File: config.mk
export PLATFORM = sky130hd
export DESIGN_NAME = trdb_packet_buffer
export DESIGN_NICKNAME = d
export VERILOG_FILES = /design/src/rtl/trdb_pkg.sv /design/src/rtl/trdb_fifo.sv /design/src/rtl/trdb_packet_buffer.sv
export SDC_FILE = /design/constraint.sdc
export NUM_CORES = 1
export LEC_CHECK = 0
export ABC_AREA = 1
export BUFFER_PORTS_ARGS = -buffer_cell sky130_fd_sc_hd__buf_4
export CAP_MARGIN = 25
export CORE_MARGIN = 8
export CORE_UTILIZATION = 40
export DETAILED_ROUTE_END_ITERATION = 10
export PLACE_DENSITY_LB_ADDON = 0.2
export SETUP_SLACK_MARGIN = 0.4
export SYNTH_ARGS = -nofsm -noshare
export SYNTH_HDL_FRONTEND = slang
export SYNTH_SLANG_ARGS = --single-unit
File: constraint.sdc
create_clock -name clk_i -period 5.8 [get_ports clk_i]
set_clock_uncertainty 0.05 [all_clocks]
set_input_delay 0.87 -clock clk_i [delete_from_list [all_inputs] [get_ports clk_i]]
set_output_delay 0.87 -clock clk_i [all_outputs]
set_load 0.005 [all_outputs]
File: src/rtl/trdb_pkg.sv
// trdb_pkg: shared packet field widths, overflow marker constants and buffer types.
package trdb_pkg;
    localparam int PTYPE_LEN   = 2;
    localparam int P_LEN       = 7;
    localparam int PAYLOAD_LEN = 32;
    localparam logic [PTYPE_LEN-1:0] PTYPE_OVERFLOW = '1;
    localparam logic [P_LEN-1:0]     OVF_P_LEN      = P_LEN'(16);
    typedef enum logic {NORMAL, OVERFLOW} buf_state_e;
    typedef struct packed {
        logic [PTYPE_LEN-1:0]   ptype;
        logic [P_LEN-1:0]       plen;
        logic [PAYLOAD_LEN-1:0] payload;
    } trdb_packet_t;
endpackage

File: src/rtl/trdb_fifo.sv
// trdb_fifo: power-of-two circular buffer with flush; push while full only lands with a pop.
module trdb_fifo #(
    parameter int WIDTH = 8,
    parameter int DEPTH = 8
) (
    input  logic                     clk_i,
    input  logic                     rst_ni,
    input  logic                     flush_i,
    input  logic                     push_i,
    input  logic                     pop_i,
    input  logic [WIDTH-1:0]         data_i,
    output logic [WIDTH-1:0]         data_o,
    output logic                     full_o,
    output logic                     empty_o,
    output logic [$clog2(DEPTH):0]   count_o
);
    localparam int AW = $clog2(DEPTH);
    localparam int CW = AW + 1;
    logic [WIDTH-1:0] mem [DEPTH];
    logic [AW-1:0] wptr, rptr;
    logic push_ok, pop_ok;
    assign full_o  = count_o == CW'(DEPTH);
    assign empty_o = count_o == '0;
    assign pop_ok  = pop_i & ~empty_o;
    assign push_ok = push_i & (~full_o | pop_ok);
    assign data_o  = mem[rptr];
    always_ff @(posedge clk_i) begin
        if (push_ok && !flush_i) mem[wptr] <= data_i;
    end
    always_ff @(posedge clk_i or negedge rst_ni) begin
        if (!rst_ni) begin
            wptr    <= '0;
            rptr    <= '0;
            count_o <= '0;
        end else if (flush_i) begin
            wptr    <= '0;
            rptr    <= '0;
            count_o <= '0;
        end else begin
            if (push_ok) wptr <= wptr + 1'b1;
            if (pop_ok) rptr <= rptr + 1'b1;
            count_o <= count_o + CW'(push_ok) - CW'(pop_ok);
        end
    end
endmodule

File: src/rtl/trdb_packet_buffer.sv
// trdb_packet_buffer: non-stalling packet FIFO that drops on overflow and later
// inserts a marker packet carrying the number of packets lost.
module trdb_packet_buffer import trdb_pkg::*; #(
    parameter int DEPTH        = 8,
    parameter int DROP_CNT_LEN = 16
) (
    input  logic                   clk_i,
    input  logic                   rst_ni,
    input  logic                   clear_i,
    input  logic                   pkt_valid_i,
    input  logic [PTYPE_LEN-1:0]   packet_type_i,
    input  logic [P_LEN-1:0]       packet_length_i,
    input  logic [PAYLOAD_LEN-1:0] packet_payload_i,
    output logic                   pkt_valid_o,
    input  logic                   pkt_ready_i,
    output logic [PTYPE_LEN-1:0]   packet_type_o,
    output logic [P_LEN-1:0]       packet_length_o,
    output logic [PAYLOAD_LEN-1:0] packet_payload_o,
    output logic [$clog2(DEPTH):0] fill_o,
    output logic                   overflow_o
);
    buf_state_e state;
    logic [DROP_CNT_LEN-1:0] drop_cnt, cnt_inc;
    trdb_packet_t wdata, rdata;
    logic full, empty, pop, slot, marker, push;
    assign pkt_valid_o = ~empty;
    assign pop         = pkt_valid_o & pkt_ready_i;
    assign slot        = ~full | pop;
    assign marker      = ~clear_i & (state == OVERFLOW) & slot;
    assign push        = marker | (~clear_i & (state == NORMAL) & pkt_valid_i & slot);
    assign cnt_inc     = &drop_cnt ? drop_cnt : drop_cnt + 1'b1;
    assign wdata       = marker ? {PTYPE_OVERFLOW, OVF_P_LEN, PAYLOAD_LEN'(drop_cnt)}
                                : {packet_type_i, packet_length_i, packet_payload_i};
    assign {packet_type_o, packet_length_o, packet_payload_o} = empty ? '0 : rdata;
    assign overflow_o  = state == OVERFLOW;
    trdb_fifo #(.WIDTH($bits(trdb_packet_t)), .DEPTH(DEPTH)) u_fifo (
        .clk_i  (clk_i),
        .rst_ni (rst_ni),
        .flush_i(clear_i),
        .push_i (push),
        .pop_i  (pop),
        .data_i (wdata),
        .data_o (rdata),
        .full_o (full),
        .empty_o(empty),
        .count_o(fill_o)
    );
    // A packet arriving in the marker cycle is itself lost, so counting restarts at one.
    always_ff @(posedge clk_i or negedge rst_ni) begin
        if (!rst_ni) begin
            state    <= NORMAL;
            drop_cnt <= '0;
        end else if (clear_i) begin
            state    <= NORMAL;
            drop_cnt <= '0;
        end else if (marker) begin
            state    <= pkt_valid_i ? OVERFLOW : NORMAL;
            drop_cnt <= DROP_CNT_LEN'(pkt_valid_i);
        end else if (pkt_valid_i && (state == OVERFLOW || !slot)) begin
            state    <= OVERFLOW;
            drop_cnt <= cnt_inc;
        end
    end
endmodule

; After elaboration in Yosys (flattened, before gate mapping)
; Memory sizes are Yosys's and may differ from the RTL's.
; Index checks and enable logic that the tools add are counted.
; W data, S select, Z words.
[word_totals]
regBits = 27
mem_bits_rw = 328
in_bits = 46
out_inout_bits = 47
elab_cells = 56
memories = 1
[classes]
addsub = 5
eq_ne = 2
mux = 17
bitwise_logic = 15
reduce_logical = 11
[memory_table]
columns = name, words, width, rd, rd_clocked_by_memory_dff, write_ports, line
row1 = u_fifo.mem, 8, 41, 1, 0, 1, trdb_fifo.sv:19  ; logic [WIDTH-1:0] mem [DEPTH];
[op_table]
columns = operator, count
row1 = $mux W41, 2
row2 = $mux W16, 4
row3 = $add A16 B1 Y16 const B, 1
row4 = $reduce_and A16 Y1, 1
row5 = $mux W3, 4
row6 = $and A1 B1 Y1, 8
row7 = $add A3 B1 Y3 const B, 2
row8 = $mux W1, 6
row9 = $add A4 B1 Y4, 1
row10 = $eq A4 B4 Y1 const B, 1
row11 = $logic_not A4 Y1, 1
row12 = $mux W4, 1
row13 = $not A1 Y1, 4
row14 = $reduce_bool A2 Y1, 2
row15 = $sub A4 B1 Y4, 1
row16 = $ne A3 B3 Y1 const B, 1
row17 = $or A1 B1 Y1, 3
row18 = $reduce_bool A3 Y1, 1
row19 = $logic_and A1 B1 Y1, 2
row20 = $logic_not A1 Y1, 2
row21 = $reduce_and A2 Y1, 1
row22 = $logic_or A1 B1 Y1, 1

; Logic depth before layout (Yosys ltp)
; Gate-level depths: netlist of the first run.
[logic_depth]
depth_word = 10
ltp_mapped = 12
ltp_nobuf = 12

; Cells and area by module
; Synthesis of the first run repeated with hierarchy kept, for this count alone.
[hier_totals]
cells_unflattened = 1443
hier_area_um2 = 15402.3
[modules_own_cells]
columns = module, instances, cells_each, area_per_inst_um2, seq_area_each_um2
row1 = trdb_fifo, 1, 1095, 13481.7, 10099.7
row2 = trdb_packet_buffer, 1, 348, 1920.6, 425.4

; Worst setup path before layout of the first run
; OpenSTA, ideal clock, no wires.
[synth_timing]
path_type = input -> register
startpoint = input port pkt_ready_i
endpoint = memory u_fifo.mem[7][0] (netlist bit) (enable)
setup_ns = 0.491
t_arrival_ns = 4.004
required_ns = 5.259
slack_ns = 1.255
path_stages = 4
path_buffers = 0
cell_sequence = nand2_4 > nand2_4 > nand2_1 > nor3_1
[synth_via]
elab_chain_cells = 8
word_cells_on_any_way = 11
classes_between = 2 x mux / 8 x bitwise / 1 x reduce/logical
[synth_lines]
columns = item, line
row1 = from (decl), trdb_packet_buffer.sv:15  ; input logic pkt_ready_i,
row2 = $and A1 B1 Y1 *, trdb_packet_buffer.sv:27  ; assign pop = pkt_valid_o & pkt_ready_i;
row3 = $or A1 B1 Y1, trdb_packet_buffer.sv:28  ; assign slot = ~full | pop;
row4 = "$and A1 B1 Y1, on equally long branches", "trdb_packet_buffer.sv:29, trdb_packet_buffer.sv:30"
row5 = $or A1 B1 Y1, trdb_packet_buffer.sv:30  ; assign push = marker | (~clear_i & (state == NORMAL) & pkt_valid_i & slot);
row6 = $and A1 B1 Y1 *, trdb_fifo.sv:25  ; assign push_ok = push_i & (~full_o | pop_ok);
row7 = $logic_and A1 B1 Y1 *, trdb_fifo.sv:28  ; if (push_ok && !flush_i) mem[wptr] <= data_i;
row8 = $mux W1 *, trdb_fifo.sv:28
row9 = $mux W1 (not written as such) *, trdb_fifo.sv:28
row10 = to (decl), trdb_fifo.sv:19
; Every way passes the cells marked *; elsewhere a longest branch is shown, timed or not.

; Worst setup path in the final report of the first run
[layout_timing]
startpoint = register u_fifo.rptr[0]
endpoint = output port packet_payload_o[23]
[layout_via]
elab_chain_cells = 2
[layout_lines]
columns = item, line
row1 = from (decl), trdb_fifo.sv:20  ; logic [AW-1:0] wptr, rptr;
row2 = from (signal assigned), trdb_fifo.sv:41  ; if (pop_ok) rptr <= rptr + 1'b1;
row3 = $mem_v2 Z8 W41, --
row4 = $mux W41, trdb_packet_buffer.sv:34  ; assign {packet_type_o, packet_length_o, packet_payload_o} = empty ? '0 : rdata;
row5 = to (decl), trdb_packet_buffer.sv:18  ; output logic [PAYLOAD_LEN-1:0] packet_payload_o,
; No other way between the ends.

==> metrics.txt, run 1 <==
outcome finished clean; final hold vios 0; HP Class input port to async pin; Core Area 36700 um2; normalized max-slew margin between 10% and 20%; CP bufs+invs 3; Vert. Die Dim roughly 210 um; leak pwr slightly above 6 nW; initial core utilization around two fifths; port bufs 92; CP Class flop to output pin; endpoint type of the worst setup path output pin; Distinct cells, synth 31; Max Clk Rate 227 MHz; TritonRoute pass-1 iters 5; Initial DRC Count 687; worst skew pair latency about 0.5 ns; initial antenna violation count 0; period utilization around three quarters; vias in the first global route ~9400; cts bufs inserted 38; worst-margin pin slew between 1 and 1.5 ns; io pins 93; Worst setup SP type flop; crit-path max FO 63; Cell Chain, Critical Path clkinv_2, buf_4, o21ai_0, o21ai_1, o21ai_0, nor2_1, buf_4; DR vias/cell about 5.3; FF/Latch Area around 11000 um2; EDFF count, synth roughly 330; DP Wirelength 20400 um; WP data arrival around 3.5 ns; WP depth 7; fin nets 1392; top cells by count, synth edfxtp_1 (328), nor2_1 (279), o21ai_0 (202); Crit path largest cell delay around 0.89 ns; multi-input logic area about 4000 um2; Pwr Density 425 nW/um2; top_reg_cell synth edfxtp_1; number of H-tree levels 2; cts repair resizes 0; max-slew violation count 0; ys async rst share between 7 and 8%; Avg WL per Cell between 15 and 20 um; R2R cell count 11; post-synthesis net count 1303; most instantiated library cell after synthesis edfxtp_1; row cnt 70; R2R Setup Slk roughly 1.7 ns; required time of the critical path around 5 ns; layout filler cell count between 3000 and 4000; RSZ-0062 raised after global routing false; fraction of layout cells with a size suffix above 1 between 10% and 20%; Worst Hold Slack approximately 0.23 ns; Cells after Synth ~1200; post-synth top area share approximately two thirds; Total GRT Usage around 16%; Root Driver clkbuf_16; Tmin final between 4 and 5 ns; Synth Register Bits about 360; maximum VDD drop approximately 0.23 mV; Synth area leader edfxtp_1; die area around 44000 um2; Area Growth Syn to Fin 16.8%; Hold Buf Count CTS 0; Sum Neg Setup Slack 0 ns; clk slew on worst S/H paths around 0.06 ns; Worst path slowest cell clkinv_2; CP top delay family buffers and inverters; GRT overflow 0; via count a little under 10000; drt total wl ~36000 um; Yosys warning total 0; first-pass GRT wire length 55700 um; sequential-to-total area share from yosys stat between 70% and 80%; cell area after synthesis 14900 um2; largest net degree at the start of global routing 90; Synth area leaders edfxtp_1 (66%), nor2_1 (7.0%), o21ai_0 (6.8%); Die Wd about 210 um; CTS max path bufs 3; syn_area_per_cell about 12 um2; postcts setup bufs 0; DRC Markers 0; endpoints failing setup 0; Post-DRT Antenna Nets 0; clock tree sinks around 360; CTS tree done; final RePlAce weighted congestion roughly 0.85; Max Cap Viol 0
-- sequential cells by signal (all words and copies together), names as in the netlist --
name,cells
overflow_o,1
u_fifo.wptr,3
u_fifo.mem,328
u_fifo.count_o,4
drop_cnt,16
u_fifo.rptr,3
-- path summary, 6_finish.rpt --
kind | end | start
hold / removal | drop_cnt[12]$_DFFE_PN0P_ | rst_ni
setup / recovery | packet_payload_o[23] | u_fifo.rptr[0]$_DFFE_PN0P_
min in group clk_i | drop_cnt[13]$_DFFE_PN0P_ | drop_cnt[13]$_DFFE_PN0P_
max in group asynchronous | u_fifo.rptr[0]$_DFFE_PN0P_ | rst_ni
hold reg to reg | drop_cnt[13]$_DFFE_PN0P_ | drop_cnt[13]$_DFFE_PN0P_
setup reg to reg | u_fifo.mem[6][3]$_DFFE_PP_ | u_fifo.count_o[2]$_DFF_PN0_
-- worst reg2reg max path: stages, from the launching register on --
cell     delay (ns)
dfrtp_1        0.35
inv_1          0.09
ha_1           0.21
nand2_2        0.06
buf_4          0.47
nand2_4        0.14
nand2_4        0.43
nand2_1        0.34
inv_1          0.20
nand2_1        0.26
nor2_4         0.85
buf_4          0.34
-- cells in the final DEF (no fill, tap or decap), types with 10 or more instances in the layout --
| master | synthesis | layout |
|---|---|---|
| o22ai_1 | 42 | 42 |
| nand2_1 | 101 | 101 |
| o21ai_0 | 202 | 202 |
| dfrtp_1 | 27 | 24 |
| edfxtp_1 | 328 | 328 |
| a21boi_0 | 22 | 22 |
| xor2_1 | 10 | 10 |
| nor2_1 | 279 | 274 |
| clkbuf_16 | 0 | 39 |
| nand3_1 | 37 | 37 |
| inv_1 | 31 | 31 |
| mux2i_1 | 41 | 41 |
| o21ai_1 | 15 | 15 |
| buf_4 | 8 | 116 |
-- kinds of logic after synthesis --
group / Yosys count / share of synthesized area [%]
buffers and inverters: 106 / 2.95
and+or+nand+nor: 434 / 11.7
adders and majority gates: 10 / 0.889
DFF: 355 / 70.5
muxes: 41 / 2.75
AOI/OAI and AO/OA: 289 / 10.5
xor gates and xnor gates: 12 / 0.704
-- cell type report --
cell class                 instances  area share (%)
antenna                            1          0.0144
clock buffer                      50            5.95
clock inverter                    18            1.29
inverter                          32           0.696
multi-input combinational        786            23.0
sequential                       355            60.4
tap                              468            3.36
timing repair buffer             123            5.24
-- metrics by stage --
step / cells / setup WS [ns] / area (um2) / util [%] / power (mW)
2_1_floorplan: 1247 / 1.26 / 14900 / - / 4.26
3_3_place_gp: 1756 / 1.81 / 16100 / 43.9 / 5.05
3_5_place_dp: 1757 / 1.68 / 16100 / 43.9 / 5.07
4_1_cts: 1825 / 1.35 / 17400 / 47.4 / 7.51
5_1_grt: 1832 / 1.00 / 17400 / 47.5 / 7.80
6_report: 1833 / 1.40 / 17400 / 47.5 / 7.41
-- where the power goes --
part	switching, mW	internal [mW]
clock network	0.957	1.48
registers	0.121	3.05
logic	1.14	0.661
-- layer usage --
layer | wire length, um | share of wire (%) | global-route usage, %
met1 | 16800 | 47 | 22.4
met5 | 0 | 0 | 0
met4 | 566 | 1.6 | 3.40
met3 | 1790 | 5.0 | 2.75
met2 | 16800 | 47 | 26.3
Note: power is estimated with default switching activity, not from simulation.
==> inputs of run 2 (changes only) <==
- clock period: 5.8 -> 4 ns (I/O delays scaled with it)
==> metrics.txt, run 2 (synthesis gave the netlist of run 1 again) <==
die area 43700 um2 (unchanged); clock tree sinks 355 (unchanged); R2R cell count 10 (-1); Max Cap Viol 0 (unchanged); ant diodes 0 (-1); number of H-tree levels 2 (unchanged); max-slew violation count 0 (unchanged); normalized max-slew margin 28.7% (+9.9 points); DP Wirelength 20000 um (-1.9%); cts bufs inserted 39 (+2.6%); initial core utilization 40.7% (unchanged); crit-path max FO 150 (+140%); Post-DP Area 16200 um2 (+0.62%); WHS Path Cells 2; io pins 93 (unchanged); Largest Register u_fifo.mem; commonest non-fill, non-tap cell in the layout edfxtp_1; required time of the critical path 3.35 ns (-1.53 ns); vias in the first global route 9641 (+2.7%); Reg2Reg Launch Point u_fifo.count_o[2]$_DFF_PN0_; Hold Path End u_fifo.rptr[1]$_DFFE_PN0P_; top flop regs u_fifo.mem: 328 flops, drop_cnt: 16 flops, u_fifo.count_o: 4 flops; Pwr Density 607 nW/um2 (+43%); endpoints failing setup 0 (unchanged); outcome finished clean; R2R Setup Slk 1.20 ns (-0.51 ns); Avg WL per Cell 20.0 um (+2.0%); HP Class input port to flop; Placed Cells 1762 (+0.28%); port bufs 92 (unchanged); Tmin final between 3 and 4 ns; post-route cell area 17400 um2 (about the same); GRT overflow 0 (unchanged); Final Instance Count excl. Fillers 1833 (unchanged); RSZ-0062 raised after global routing false; CTS tree done; first-pass GRT wire length 56800 um (+2.0%); Max Clk Rate ~300 MHz; row cnt 70 (unchanged); largest net degree at the start of global routing 151 (+68%); maximum VDD drop 0.398 mV (+70%); Die Wd 209 um (unchanged); Total GRT Usage 16.5% (+0.43 points); via count 9705 (+0.73%); TritonRoute pass-1 iters 6 (+1); CP Class flop to output pin; initial antenna violation count 0 (unchanged); DRC Markers 0 (unchanged); worst skew pair latency 0.52 ns (about the same); final RePlAce weighted congestion 0.869 (+1.7%); worst hold start clear_i; WP data arrival 2.73 ns (-0.75 ns); fin nets 1392 (unchanged); clk slew on worst S/H paths 0.06 ns (about the same); worst-margin pin slew 1.06 ns (-0.146 ns); Reg-to-Reg End u_fifo.mem[6][19]$_DFFE_PP_; CTS max path bufs 3 (unchanged); drt total wl 36700 um (+2.0%); Area Growth Syn to Fin 16.8% (about the same); DR vias/cell 5.29 (+0.73%); max FFs per register 328 (unchanged); leak pwr 6.22 nW (about the same); Vert. Die Dim 209 um (unchanged); Post-DRT Antenna Nets 0 (unchanged); final hold vios 0 (unchanged); Worst setup SP type flop; most frequent cells in the layout edfxtp_1 (328), nor2_1 (274), o21ai_0 (202); endpoint type of the worst setup path output pin; Core Area 36700 um2 (unchanged); fraction of layout cells with a size suffix above 1 14.7% (-0.16 points); postcts setup bufs 0 (unchanged); Root Driver clkbuf_16; Initial DRC Count 735 (+7.0%); period utilization between 80% and 90%
run 2: cell count changes in the layout (fill, tap and decap cells not counted), moves of 3 or more:
cell,change
clkbuf_8,+4
buf_12,+5
clkbuf_1,+4
clkbuf_4,-3
clkinvlp_4,-3
bufinv_16,-5
run 2: per-stage QoR:
stage / utilization [%] / power [mW] / hold slack, ns / setup slack (ns) / TNS [ns]
floorplan: - / 6.17 / 0.254 / -0.428 / -70.18
global placement: 44.2 / 7.34 / 0.504 / 1.17 / 0
detailed placement: 44.2 / 7.36 / 0.503 / 1.16 / 0
CTS: 47.5 / 10.7 / 0.305 / 0.609 / 0
global route: 47.5 / 11.1 / 0.326 / 0.403 / 0
finish: 47.5 / 10.6 / 0.323 / 0.615 / 0
run 2: layout make-up:
cell class,count,area [um2]
fill,3273,19300
timing repair buffer,122,981
tap,468,586
clock inverter,11,71.3
clock buffer,59,1130
multi-input combinational,786,4010
inverter,32,121
sequential,355,10500
run 2: worst max-delay path, cell delays in order, from the launching register on:
cell	delay [ns]
dfrtp_4	0.57
buf_12	0.53
nor2_1	0.11
nor2_1	0.10
o21ai_0	0.08
o21ai_0	0.08
o21ai_0	0.09
nor2_1	0.30
buf_4	0.17
run 2: worst max path at each step:
stage | start | endpoint | slack, ns | depth (start not counted)
finish | u_fifo.rptr[0]$_DFFE_PN0P_ | packet_payload_o[1] | 0.62 | 8
global placement | u_fifo.rptr[1]$_DFFE_PN0P_ | packet_length_o[6] | 1.17 | 6
global route | u_fifo.rptr[1]$_DFFE_PN0P_ | packet_length_o[6] | 0.40 | 6
floorplan | u_fifo.count_o[2]$_DFF_PN0_ | u_fifo.mem[7][0]$_DFFE_PP_ | -0.43 | 7
detailed placement | u_fifo.rptr[1]$_DFFE_PN0P_ | packet_type_o[1] | 1.16 | 6
CTS | u_fifo.rptr[1]$_DFFE_PN0P_ | packet_type_o[1] | 0.61 | 6
run 2: layer usage:
| layer | share of wire [%] | wire length, um | GRT usage, % |
|---|---|---|---|
| met5 | 0 | 0 | 0 |
| met4 | 1.5 | 547 | 3.55 |
| met3 | 4.9 | 1810 | 2.51 |
| met2 | 46 | 16800 | 26.0 |
| met1 | 48 | 17600 | 24.0 |
run 2: power by group:
group          total (mW)  internal, mW  leakage (nW)  switching [mW]
Combinational        2.67         0.988          2.28            1.69
Clock                3.34          1.96         0.594            1.38
Sequential           4.56          4.43          3.35           0.136
Total                10.6          7.37          6.22            3.21
run 2: timing repair:
item / CTS / global route
endpoints found under the hold margin: 27 / 0
hold buffers: 1 / 0
resized for setup: 0 / 0
